## config.mk

```make
export PLATFORM = sky130hd
export DESIGN_NAME = coin_acceptor_flat
export DESIGN_NICKNAME = d
export VERILOG_FILES = /design/src/rtl/coin_acceptor_pkg.sv /design/src/rtl/coin_acceptor_if.sv /design/src/rtl/coin_acceptor_debounce.sv /design/src/rtl/coin_acceptor.sv /design/src/flat_wrapper.sv
export SDC_FILE = /design/constraint.sdc
export NUM_CORES = 1
export LEC_CHECK = 0
export BUFFER_PORTS_ARGS = -buffer_cell sky130_fd_sc_hd__clkbuf_2
export CAP_MARGIN = 20
export CORE_UTILIZATION = 36
export CTS_CLUSTER_DIAMETER = 60
export DETAILED_ROUTE_END_ITERATION = 7
export PLACE_DENSITY = 0.61
export SLEW_MARGIN = 10
export SYNTH_ARGS = -nofsm -noshare
export SYNTH_HDL_FRONTEND = slang
export SYNTH_SLANG_ARGS = --single-unit
```

## constraint.sdc

```tcl
create_clock -name clk -period 3.45 [get_ports clk]
set_clock_uncertainty 0.15 [all_clocks]
set_input_delay 0.5175 -clock clk [delete_from_list [all_inputs] [get_ports clk]]
set_output_delay 0.5175 -clock clk [all_outputs]
set_load 0.02 [all_outputs]
```

## src/rtl/coin_acceptor_pkg.sv

```systemverilog
// coin_pkg: shared constants and types for the coin acceptor front end.
//   MONEY_W            width of the money code presented to the vending FSM
//   MONEY_NONE..D      money codes: none, $0.25, $0.50, $1.00
//   sensor_e           index of each raw coin sensor inside the event vector
package coin_pkg;

  localparam int MONEY_W     = 3;
  localparam int NUM_SENSORS = 3;

  localparam logic [MONEY_W-1:0] MONEY_NONE = 3'b000;
  localparam logic [MONEY_W-1:0] MONEY_Q    = 3'b001;
  localparam logic [MONEY_W-1:0] MONEY_H    = 3'b010;
  localparam logic [MONEY_W-1:0] MONEY_D    = 3'b011;

  typedef enum logic [1:0] {
    SENS_Q = 2'd0,
    SENS_H = 2'd1,
    SENS_D = 2'd2
  } sensor_e;

endpackage

```

## src/rtl/coin_acceptor_if.sv

```systemverilog
// coin_acceptor_if: sensor inputs, downstream hold and coin-reporting outputs.
//   q_raw/h_raw/d_raw  raw asynchronous coin sensors (high while a coin passes)
//   hold               downstream busy, suppresses money output
//   money              one-cycle money code to the vending FSM
//   reject             one-cycle pulse when a coin is dropped
//   coin_count         saturating count of accepted coins
//   fifo_level         current coin queue occupancy
// slave modport is the acceptor side, master modport drives the sensors.
interface coin_acceptor_if #(
  parameter int CNT_W      = 8,
  parameter int FIFO_DEPTH = 4
) ();

  logic                         q_raw;
  logic                         h_raw;
  logic                         d_raw;
  logic                         hold;
  logic [coin_pkg::MONEY_W-1:0] money;
  logic                         reject;
  logic [CNT_W-1:0]             coin_count;
  logic [$clog2(FIFO_DEPTH):0]  fifo_level;

  modport slave (
    input  q_raw, h_raw, d_raw, hold,
    output money, reject, coin_count, fifo_level
  );

  modport master (
    output q_raw, h_raw, d_raw, hold,
    input  money, reject, coin_count, fifo_level
  );

endinterface

```

## src/rtl/coin_acceptor_debounce.sv

```systemverilog
// coin_debounce: synchroniser, debounce counter and rising-edge detector for
// one mechanical coin sensor.
//   clk, rst  clock and asynchronous active-low reset
//   raw       asynchronous sensor line
//   rise      one-cycle pulse on a 0->1 change of the debounced level
// The debounced level resets to 1 so a sensor stuck high through reset must
// first be seen low for DB_CYCLES before it can produce a coin.
module coin_debounce #(
  parameter int DB_CYCLES = 4
) (
  input  logic clk,
  input  logic rst,
  input  logic raw,
  output logic rise
);

  localparam int CW = $clog2(DB_CYCLES + 1);

  logic          sync1;
  logic          sync2;
  logic          level;
  logic          level_q;
  logic [CW-1:0] cnt;

  // NOTE: all state flops use non-blocking assignments so every register
  // samples the pre-edge value of its neighbours, matching real hardware.
  always_ff @(posedge clk or negedge rst) begin
    if (!rst) begin
      sync1   <= 1'b0;
      sync2   <= 1'b0;
      cnt     <= '0;
      level   <= 1'b1;
      level_q <= 1'b1;
    end else begin
      sync1   <= raw;
      sync2   <= sync1;
      level_q <= level;
      if (sync2 == level) begin
        cnt <= '0;
      end else if (cnt == CW'(DB_CYCLES - 1)) begin
        // This mismatch is the DB_CYCLES-th in a row: accept the new level.
        level <= ~level;
        cnt   <= '0;
      end else begin
        cnt <= cnt + 1'b1;
      end
    end
  end

  assign rise = level & ~level_q;

endmodule

```

## src/rtl/coin_acceptor.sv

```systemverilog
// coin_acceptor: front end for the vending FSM money input.
//   clk, rst  clock and asynchronous active-low reset
//   bus       coin_acceptor_if.slave: raw sensors and hold in; money, reject,
//             coin_count and fifo_level out
// Each sensor is debounced; a single coin event is queued, simultaneous
// events are rejected as a collision, and queued coins are presented one per
// cycle on money while hold is low.
module coin_acceptor
  import coin_pkg::*;
#(
  parameter int DB_CYCLES  = 4,
  parameter int FIFO_DEPTH = 4,
  parameter int CNT_W      = 8
) (
  input  logic               clk,
  input  logic               rst,
  coin_acceptor_if.slave     bus
);

  localparam int AW = $clog2(FIFO_DEPTH);
  localparam logic [AW:0] DEPTH_L = (AW + 1)'(FIFO_DEPTH);

  logic [NUM_SENSORS-1:0] ev;
  logic                   push_valid;
  logic                   collision;
  logic [MONEY_W-1:0]     push_code;
  logic                   pop;
  logic                   push_ok;

  logic [MONEY_W-1:0]     mem [FIFO_DEPTH];
  logic [AW-1:0]          wr_ptr;
  logic [AW-1:0]          rd_ptr;
  logic [AW:0]            level;
  logic [MONEY_W-1:0]     money_q;
  logic                   reject_q;
  logic [CNT_W-1:0]       coin_cnt;

  coin_debounce #(.DB_CYCLES(DB_CYCLES)) u_db_q (
    .clk(clk), .rst(rst), .raw(bus.q_raw), .rise(ev[SENS_Q])
  );
  coin_debounce #(.DB_CYCLES(DB_CYCLES)) u_db_h (
    .clk(clk), .rst(rst), .raw(bus.h_raw), .rise(ev[SENS_H])
  );
  coin_debounce #(.DB_CYCLES(DB_CYCLES)) u_db_d (
    .clk(clk), .rst(rst), .raw(bus.d_raw), .rise(ev[SENS_D])
  );

  // NOTE: every always_comb output gets a default first so no path leaves it
  // unassigned, which would otherwise infer a latch.
  always_comb begin
    push_code = MONEY_NONE;
    if (ev[SENS_Q])      push_code = MONEY_Q;
    else if (ev[SENS_H]) push_code = MONEY_H;
    else if (ev[SENS_D]) push_code = MONEY_D;
  end

  assign push_valid = $onehot(ev);
  assign collision  = (ev != '0) && !push_valid;

  // A full queue can still take a coin when the head leaves in the same cycle.
  assign pop     = !bus.hold && (level != '0);
  assign push_ok = push_valid && ((level < DEPTH_L) || pop);

  // NOTE: queue storage is not reset; entries are only read once the pointers
  // mark them valid, so clearing the pointers is enough.
  always_ff @(posedge clk) begin
    if (push_ok) mem[wr_ptr] <= push_code;
  end

  always_ff @(posedge clk or negedge rst) begin
    if (!rst) begin
      wr_ptr   <= '0;
      rd_ptr   <= '0;
      level    <= '0;
      money_q  <= MONEY_NONE;
      reject_q <= 1'b0;
      coin_cnt <= '0;
    end else begin
      if (push_ok) wr_ptr <= wr_ptr + 1'b1;
      if (pop)     rd_ptr <= rd_ptr + 1'b1;

      case ({push_ok, pop})
        2'b10:   level <= level + 1'b1;
        2'b01:   level <= level - 1'b1;
        default: level <= level;
      endcase

      money_q  <= pop ? mem[rd_ptr] : MONEY_NONE;
      reject_q <= collision || (push_valid && !push_ok);

      if (push_ok && (coin_cnt != '1)) coin_cnt <= coin_cnt + 1'b1;
    end
  end

  assign bus.money      = money_q;
  assign bus.reject     = reject_q;
  assign bus.coin_count = coin_cnt;
  assign bus.fifo_level = level;

endmodule
```

## src/flat_wrapper.sv

```systemverilog
// flat-port wrapper written by rule: the top's interface ports become plain ports
module coin_acceptor_flat import coin_pkg::*;
#(
  parameter int DB_CYCLES  = 4,
  parameter int FIFO_DEPTH = 4,
  parameter int CNT_W      = 8
)
  (clk, rst, bus_q_raw, bus_h_raw, bus_d_raw, bus_hold, bus_money, bus_reject, bus_coin_count, bus_fifo_level);
  coin_acceptor_if #(.CNT_W(CNT_W), .FIFO_DEPTH(FIFO_DEPTH)) bus_i ();
  input  logic clk;
  input  logic rst;
  input wire logic [$bits(bus_i.q_raw)-1:0] bus_q_raw;
  input wire logic [$bits(bus_i.h_raw)-1:0] bus_h_raw;
  input wire logic [$bits(bus_i.d_raw)-1:0] bus_d_raw;
  input wire logic [$bits(bus_i.hold)-1:0] bus_hold;
  output wire logic [$bits(bus_i.money)-1:0] bus_money;
  output wire logic [$bits(bus_i.reject)-1:0] bus_reject;
  output wire logic [$bits(bus_i.coin_count)-1:0] bus_coin_count;
  output wire logic [$bits(bus_i.fifo_level)-1:0] bus_fifo_level;
  assign bus_i.q_raw = bus_q_raw;
  assign bus_i.h_raw = bus_h_raw;
  assign bus_i.d_raw = bus_d_raw;
  assign bus_i.hold = bus_hold;
  assign bus_money = bus_i.money;
  assign bus_reject = bus_i.reject;
  assign bus_coin_count = bus_i.coin_count;
  assign bus_fifo_level = bus_i.fifo_level;
  coin_acceptor #(.DB_CYCLES(DB_CYCLES), .FIFO_DEPTH(FIFO_DEPTH), .CNT_W(CNT_W)) u_core (.clk(clk), .rst(rst), .bus(bus_i));
endmodule
```

==> impl_metrics.csv, run 1 <==
group,metric,value,unit
run_status,status,"finished, final reports clean",
yosys,synth_xor_area_frac,0.07111,
setup_path,critPathKind,"reg2reg",
yosys,yosysWarnings,0,
place,io_buffer_count,19,
clock_network,cts_tree,"done",
routing,viasPerCell,4.574,
final_layout,n_fill_cell,496,
final_layout,fin_util,0.4327,
routing,vias,1084,
clock_network,cts_sinks,47,
setup_path,cp-end-kind,"flop",
yosys,syn_area,1971,µm²
yosys,synth_most_common_cell,"dfrtp_1",
sta,period_share,0.8363,
yosys,synth_adder_area_share,0.07365,
clock_network,clock_path_buffers,2,
power,power,2.305,mW
global_route,grtUsageTotal,0.1186,
final_layout,layout-drive-gt1-share,0.2635,
routing,first_pass_iters,3,
routing,drt-wirelength-per-cell,12.47,µm
yosys,synth_cells,141,
yosys,synth_nets,158,
clock_network,numCtsBuffers,5,
yosys,ys_seq_area_frac,0.6210,
setup_path,cp_max_fo,6,
setup_path,start_kind,"flop",
die,core,5205,µm²
setup_path,required,3510,ps
global_route,grt-ovfl-total,0,
yosys,synth_area_leaders,"dfrtp_1, edfxtp_1, dfstp_2, ha_1, xnor2_1",
routing,drt-total-wl,2955,µm
global_route,grt_pass1_vias,1178,
die,die_area,5774,µm²
final_layout,nets,183,
place,place_ws,563.4,ps
sta,timing.final.ws_setup,564.9,ps
setup_path,critPathArrivalTime,2950,ps
die,die_x,75.99,µm
clock_network,htreeDepth,2,
die,start_util,0.3786,
yosys,synth_cell_types,32,
sta,drv_slew,0,
yosys,ys_async_sr_fraction,0.8298,
yosys,synth_compound_area_frac,0.02159,
sta,fin_crit,2885,ps
yosys,synth_flop_cell,"dfrtp_1",
yosys,synth_top_family_by_area,"simple AND/OR/NAND/NOR gates",
place,finalWeightedCongestion,0.7409,
sta,setup_viol,0,
global_route,grt_max_degree,40,
sta,tns,0,ps
power,leakage,0.9814,nW
routing,drt_iter0_drc,52,
min_path,hp-class,"in2reg",
clock_network,root_buffer,"clkbuf_8",
setup_path,r2r_cells,12,
sta,fmax,0.3466,GHz
yosys,synthSimpleGateAreaFrac,0.1346,
die,ios,21,
global_route,grt_pass1_wl,5354,µm
clock_network,hold_buffers,0,
run,drv_cap,0,
min_path,whs_path_depth,1,
yosys,synthMuxAreaShare,0.05651,
yosys,synth_top_area_cell,"dfrtp_1",
die,rows,26,
sta,hold-worst-slack,174.9,ps
yosys,avgSynthCellArea,13.98,µm²
yosys,synth_common_cells,"dfrtp_1, ha_1, edfxtp_1, xnor2_1, xor2_1",
sta,finalHoldViolations,0,
routing,ant_nets,0,
global_route,antenna_found_initial,0,
sta,max-slew-margin-rel,0.3623,
clock_network,cts_resized,0,
die,die_h,75.99,µm
sta,worst_pin_slew,956.5,ps
yosys,ys_ff_latch,47,
yosys,synth_top_area_frac,0.4190,
power,p_per_area,1024,nW/µm²
final_layout,syn_to_final_growth,14.29,%
sta,rsz0062_at_grt,"no",
routing,drcViolationCount,0,
place,dp_hpwl,2220,µm
yosys,synth-edff-count,8,
final_layout,n_antenna_cell,0,
clock_network,clkSlewWorstSetupHoldPaths,80,ps
clock_network,post-cts-setup-buffers,0,
power,vdd_ir_drop_max,0.4870,mV
clock_network,worstSkewPairLatency,290,ps
-- state kept, by name, summed over array words and instances, names as in the netlist, 2 cells and up --
register / flops
u_core.bus.coin_count: 8
u_core.mem: 8
u_core.bus.fifo_level: 3
u_core.u_db_d.cnt: 3
u_core.u_db_h.cnt: 3
u_core.u_db_q.cnt: 3
u_core.bus.money: 2
u_core.rd_ptr: 2
u_core.wr_ptr: 2
-- cell families after synthesis --
| group | Yosys count |
|---|---|
| DFF | 47 |
| and+or+nand+nor | 45 |
| xor gates and xnor gates | 16 |
| adders and majority gates | 11 |
| buffers and inverters | 9 |
| muxes | 8 |
| AOI/OAI and AO/OA | 4 |
| other | 1 |
-- final cells by class --
cell class,instances,area [µm²],area share
Timing Repair Buffer,20,102.6,0.04556
Clock buffer,7,96.34,0.04278
Clock inverter,1,7.507,0.003333
Sequential cell,47,1224,0.5433
Tap cell,70,87.58,0.03889
Inverter,7,26.28,0.01167
Multi-Input combinational cell,85,708.2,0.3144
-- placed cells by master (no fill, tap or decap), types with 3 or more instances in the layout --
cell / Yosys / layout
nor3_1: 5 / 5
nand3_1: 3 / 3
clkbuf_8: 0 / 7
nor2_1: 6 / 6
dfrtp_1: 33 / 33
nor3b_1: 5 / 5
nor2b_1: 6 / 6
nand2_1: 3 / 3
mux2_2: 4 / 4
inv_1: 6 / 6
clkbuf_2: 0 / 19
edfxtp_1: 8 / 8
nand4_1: 3 / 3
ha_1: 10 / 10
dfstp_2: 6 / 6
nand2b_1: 3 / 3
xnor2_1: 8 / 8
and2_1: 6 / 6
xor2_1: 8 / 8
-- critical path, stage by stage, from the launching register on --
cell      delay (ps)
dfstp_2          560
nor2b_2          270
xnor2_1          120
ha_1             290
nand2b_1         140
a221oi_4          50
inv_2            120
ha_1             210
inv_1             60
fa_1             380
xor2_1           160
nor2_1           110
xor2_1           160
-- report_power, final --
group	internal [mW]	switching, mW
Clock	0.182	0.171
Sequential	0.830	0.170
Combinational	0.425	0.527
-- worst paths after layout --
check                                           end           startpoint  slack, ps
min in group asynchronous      u_core.u_db_d.cnt[2]                  rst        210
setup reg to reg           u_core.bus.fifo_level[2]  u_core.u_db_d.level        560
hold reg to reg                 u_core.u_db_h.sync2  u_core.u_db_h.sync1        200
setup / recovery           u_core.bus.fifo_level[2]  u_core.u_db_d.level        560
hold / removal                  u_core.u_db_q.sync1            bus_q_raw        170
max in group asynchronous          u_core.wr_ptr[1]                  rst       2350
-- layer usage --
layer,vias to the layer above,track usage,wire (µm)
met5,-,0,0
met2,23,0.1955,1440
met4,0,0.04038,22
met1,535,0.1488,1374
li1,523,-,-
met3,3,0.03593,118
-- metrics by stage --
step	instances	area, µm²
2_1_floorplan	141	1971
3_3_place_gp	229	2148
3_5_place_dp	229	2148
4_1_cts	237	2252
5_1_grt	237	2252
6_report	237	2252
Power figures use the tool's default switching activity.
==> run 2, diff against run 1 <==
--- a/config.mk
+++ b/config.mk
@@ -10,7 +10,7 @@
 export CORE_UTILIZATION = 36
 export CTS_CLUSTER_DIAMETER = 60
 export DETAILED_ROUTE_END_ITERATION = 7
-export PLACE_DENSITY = 0.61
+export PLACE_DENSITY = 0.63
 export SLEW_MARGIN = 10
 export SYNTH_ARGS = -nofsm -noshare
 export SYNTH_HDL_FRONTEND = slang
==> constraint.sdc (replaced) <==
create_clock -name clk -period 2.5 [get_ports clk]
set_clock_uncertainty 0.15 [all_clocks]
set_input_delay 0.375 -clock clk [delete_from_list [all_inputs] [get_ports clk]]
set_output_delay 0.375 -clock clk [all_outputs]
set_load 0.02 [all_outputs]
==> impl_metrics.csv, run 2 (synthesis results as in run 1) <==
group,metric,value,unit
global_route,antenna_found_initial,0,
setup_path,required,2570,ps
power,combPwrFrac,0.467,
run,drv_cap,0,
place,dp_hpwl,2230,µm
routing,drt-wirelength-per-cell,12.68,µm
sta,setup_viol,1,
place,placed_area,2228,µm²
clock_network,numCtsBuffers,5,
setup_path,critPathArrivalTime,2570,ps
die,die_x,75.99,µm
routing,wl_met2,1604,µm
routing,drt-total-wl,3170,µm
run_status,status,"finished, violations left",
routing,vias,1157,
final_layout,fin_cells,250,
power,leakage,1.059,nW
global_route,grt_pass1_wl,5547,µm
run_status,violations,"negative setup slack",
final_layout,layout-drive-gt1-share,0.3444,
die,die_area,5774,µm²
power,netSwitchingPower,1.286,mW
routing,dr_wl_met3,127,µm
sta,period_share,1.001,
die,rows,26,
routing,top_layer,"met4",
setup_path,critPathKind,"reg2reg",
clock_network,clock_path_buffers,2,
final_layout,n_antenna_cell,0,
final_layout,design_area,2392,µm²
clock_network,clkSlewWorstSetupHoldPaths,80,ps
min_path,hp-class,"in2reg",
routing,first_pass_iters,4,
routing,drt_iter0_drc,51,
power,vdd_ir_drop_max,0.7093,mV
die,core,5205,µm²
setup_path,start_kind,"flop",
routing,ant_nets,0,
die,ios,21,
place,io_buffer_count,19,
die,die_h,75.99,µm
final_layout,layout_commonest_cell,"dfrtp_1",
setup_path,cp-end-kind,"flop",
power,intPower,2.187,mW
place,place_inst,237,
routing,drcViolationCount,0,
clock_network,cts_sinks,47,
setup_path,cp_max_fo,2,
final_layout,layout_common_cells,"dfrtp_1, clkbuf_2, buf_4",
power,p_seq_frac,0.393,
final_layout,fin_util,0.4596,
routing,wl_met1,1388,µm
global_route,grt-ovfl-total,0,
clock_network,worstSkewPairLatency,290,ps
clock_network,cts_tree,"done",
sta,finalHoldViolations,0,
die,start_util,0.3786,
global_route,grt_max_degree,40,
place,finalWeightedCongestion,0.8140,
routing,viasPerCell,4.628,
power,power,3.473,mW
sta,tns,-1.433,ps
global_route,grtUsageTotal,0.1246,
sta,timing.final.ws_setup,-1.433,ps
power,p_per_area,1452,nW/µm²
final_layout,nets,196,
clock_network,htreeDepth,2,
sta,rsz0062_at_grt,"yes",
sta,drv_slew,0,
global_route,grt_pass1_vias,1230,
power,pwr-share-clk,0.140,
sta,fmax,0.3998,GHz
final_layout,syn_to_final_growth,21.40,%
clock_network,root_buffer,"clkbuf_8",
power,p_sw_frac,0.3702,
sta,fin_crit,2501,ps
run 2: worst paths after layout:
path,start,slack (ps),endpoint,depth (start not counted)
min reg2reg,u_core.u_db_d.sync1,200,u_core.u_db_d.sync2,0
max,u_core.u_db_d.level,-1,u_core.bus.fifo_level[2],12
max reg2reg,u_core.u_db_d.level,-1,u_core.bus.fifo_level[2],12
min,bus_q_raw,30,u_core.u_db_q.sync1,1
min in group asynchronous,rst,510,u_core.u_db_d.cnt[1],3
max in group asynchronous,rst,1330,u_core.u_db_h.level_q,3
run 2: final cells by class:
class | instances | area [µm²]
clock buffers | 8 | 100.1
well taps | 70 | 87.58
multi-input cells | 85 | 752.0
inverters | 7 | 26.28
flip-flops and latches | 47 | 1224
repair buffers | 33 | 202.7
fillers | 473 | 2813
run 2: power by group through the flow:
stage	logic (mW)	clock network (mW)	registers, mW
2_1_floorplan	0.917	0	1.48
3_3_place_gp	1.44	0	1.35
3_5_place_dp	1.50	0	1.38
4_1_cts	1.57	0.505	1.37
5_1_grt	1.80	0.548	1.41
6_report	1.62	0.488	1.36
run 2: worst max-delay path: stages, from the launching register on:
cell and delay [ps]:
dfstp_2 530, nor2b_4 160, xnor2_2 120, ha_1 250, nand2b_1 150, a221oi_4 60
inv_2 100, ha_4 130, inv_2 40, fa_2 330, xor2_1 160, nor2_1 100
xor2_1 140
run 2: stage by stage:
| stage | hold slack [ps] | worst slack [ps] |
|---|---|---|
| floorplan | -70.59 | -15.73 |
| global placement | 186.8 | 80.77 |
| detailed placement | 184.7 | -40.32 |
| CTS | 24.80 | 1.672 |
| global route | 12.48 | -154.7 |
| finish | 33.54 | -1.433 |
run 2: per-layer routing:
layer / global-route usage / up-vias
met3: 0.03473 / 6
li1: - / 551
met2: 0.2118 / 25
met4: 0.06346 / 0
met5: 0 / -
met1: 0.1441 / 575
run 2: what timing repair did:
item | in CTS | in global routing
setup buffers | 1 | 3
pin swaps | 1 | 1
resized for setup | 2 | 3
hold buffers | 1 | 0
setup endpoints to repair | 2 | 5
hold endpoints to repair | 30 | 0
==> run 3, diff against run 2 <==
==> constraint.sdc (replaced) <==
create_clock -name clk -period 2.5 [get_ports clk]
set_clock_uncertainty 0.15 [all_clocks]
set_input_delay 0.5 -clock clk [delete_from_list [all_inputs] [get_ports clk]]
set_output_delay 0.5 -clock clk [all_outputs]
set_load 0.02 [all_outputs]
==> impl_metrics.csv, run 3 (synthesis results as in run 1) <==
group,metric,value,unit
run_status,status,"finished, violations left",
run_status,violations,"negative setup slack",
global_route,grt_pass1_wl,5444,µm
global_route,grtUsageTotal,0.1217,
place,io_buffer_count,19,
setup_path,crit_family,"adder cells",
die,die_area,5774,µm²
routing,drt-total-wl,3212,µm
sta,max-slew-margin-rel,0.6572,
sta,rsz0062_at_grt,"yes",
die,rows,26,
sta,timing.final.ws_setup,-21.36,ps
power,leakage,1.038,nW
clock_network,cts_tree,"done",
setup_path,cp_slowest_cell,"dfstp_2",
routing,drcViolationCount,0,
setup_path,path_cells,"nor2b_4 -> xnor2_2 -> ha_1 -> nand2b_4 -> a221oi_4 -> inv_2 -> ha_4 -> inv_2 -> fa_2 -> xor2_1 -> nor2_1 -> xor2_1",
place,place_ws,-38.26,ps
clock_network,root_buffer,"clkbuf_8",
sta,finalHoldViolations,0,
setup_path,cp-end-kind,"flop",
routing,viasPerCell,4.571,
global_route,grt_max_degree,22,
clock_network,cts_sinks,47,
sta,fmax,0.3966,GHz
clock_network,clkSlewWorstSetupHoldPaths,80,ps
power,vdd_ir_drop_max,0.6868,mV
routing,ant_nets,0,
die,die_x,75.99,µm
sta,fin_crit,2521,ps
sta,period_share,1.009,
die,die_h,75.99,µm
sta,setup_viol,2,
clock_network,worstSkewPairLatency,300,ps
sta,tns,-40.03,ps
global_route,grt_pass1_vias,1186,
clock_network,clock_path_buffers,2,
routing,drt_iter0_drc,41,
place,finalWeightedCongestion,0.8314,
final_layout,syn_to_final_growth,19.68,%
final_layout,layout_common_cells,"dfrtp_1, clkbuf_2, buf_4",
setup_path,required,2570,ps
die,core,5205,µm²
die,start_util,0.3786,
clock_network,htreeDepth,2,
setup_path,start_kind,"flop",
routing,vias,1129,
clock_network,numCtsBuffers,5,
routing,first_pass_iters,3,
sta,worst_pin_slew,514.2,ps
routing,drt-wirelength-per-cell,13.00,µm
run,drv_cap,0,
global_route,antenna_found_initial,0,
setup_path,critical-path-max-stage-delay,540,ps
power,p_per_area,1457,nW/µm²
setup_path,cp_num_buf_inv,2,
final_layout,n_antenna_cell,0,
final_layout,layout_commonest_cell,"dfrtp_1",
setup_path,cp_max_fo,2,
global_route,grt-ovfl-total,0,
final_layout,fin_util,0.4531,
min_path,hp-class,"in2async",
final_layout,layout-drive-gt1-share,0.3390,
sta,drv_slew,0,
setup_path,critPathKind,"reg2reg",
setup_path,critPathArrivalTime,2590,ps
clock_network,hold_buffers,0,
final_layout,nets,193,
die,ios,21,
place,dp_hpwl,2348,µm
## run 3: cell types whose count changed in the layout (fill, tap and decap cells not counted), sizes merged
| cell | delta |
|---|---|
| dlygate4sd3 | -1 |
| clkinvlp | +1 |
| clkinv | +1 |
| clkbuf | -2 |
| buf | -2 |
## run 3: stage by stage
| stage | hold slack (ps) | total power, mW | instance area, µm² | std cells |
|---|---|---|---|---|
| 6_report | 6.755 | 3.437 | 2359 | 247 |
| 3_5_place_dp | 190.2 | 2.899 | 2228 | 237 |
| 2_1_floorplan | 54.41 | 2.398 | 1991 | 141 |
| 4_1_cts | 14.97 | 3.398 | 2336 | 247 |
| 5_1_grt | 36.27 | 3.705 | 2359 | 247 |
| 3_3_place_gp | 184.8 | 2.792 | 2228 | 237 |
## run 3: what timing repair did
action,in CTS,in global routing
pin swaps,1,2
gates resized for setup,2,4
setup buffers,2,0
setup endpoints to repair,2,3
## run 3: worst reg2reg max path: stages (launching register included)
cell and delay (ps):
dfstp_2 540, nor2b_4 160, xnor2_2 70, ha_1 340, nand2b_4 100, a221oi_4 40, inv_2 90, ha_4 130
inv_2 40, fa_2 320, xor2_1 140, nor2_1 130, xor2_1 180
## run 3: path summary, 6_finish.rpt
path                                          start                  endpoint  slack (ps)  depth (start not counted)
worst min register to register  u_core.u_db_h.sync1       u_core.u_db_h.sync2         210                          0
max in group asynchronous                       rst       u_core.u_db_d.level        1470                          2
min in group clk                          bus_h_raw       u_core.u_db_h.sync1         150                          1
worst max register to register  u_core.u_db_d.level  u_core.bus.fifo_level[2]         -20                         12
worst min-delay path                            rst      u_core.u_db_d.cnt[2]           7                          1
worst max-delay path            u_core.u_db_d.level  u_core.bus.fifo_level[2]         -20                         12
## run 3: area by class of cell
type	instances	area, µm²
fill	471	2846
sequential	47	1224
multi-input combinational	85	758.2
timing repair buffer	30	177.7
tap	70	87.58
clock buffer	6	72.57
inverter	7	26.28
clock inverter	2	12.51
## run 3: report_power, final
part,switching (mW),internal [mW],total (mW),leakage (nW)
Clock,0.249,0.196,0.445,0.0412
Sequential,0.215,1.14,1.36,0.536
Combinational,0.843,0.790,1.63,0.461
Total,1.31,2.13,3.44,1.04
## run 3: routing by layer
| layer | share of wire | vias to the layer above | GRT usage |
|---|---|---|---|
| met4 | 0.020 | 0 | 0.05769 |
| met1 | 0.45 | 560 | 0.1436 |
| met2 | 0.50 | 20 | 0.2018 |
| met3 | 0.038 | 8 | 0.03832 |
| li1 | - | 541 | - |
| met5 | 0 | - | 0 |
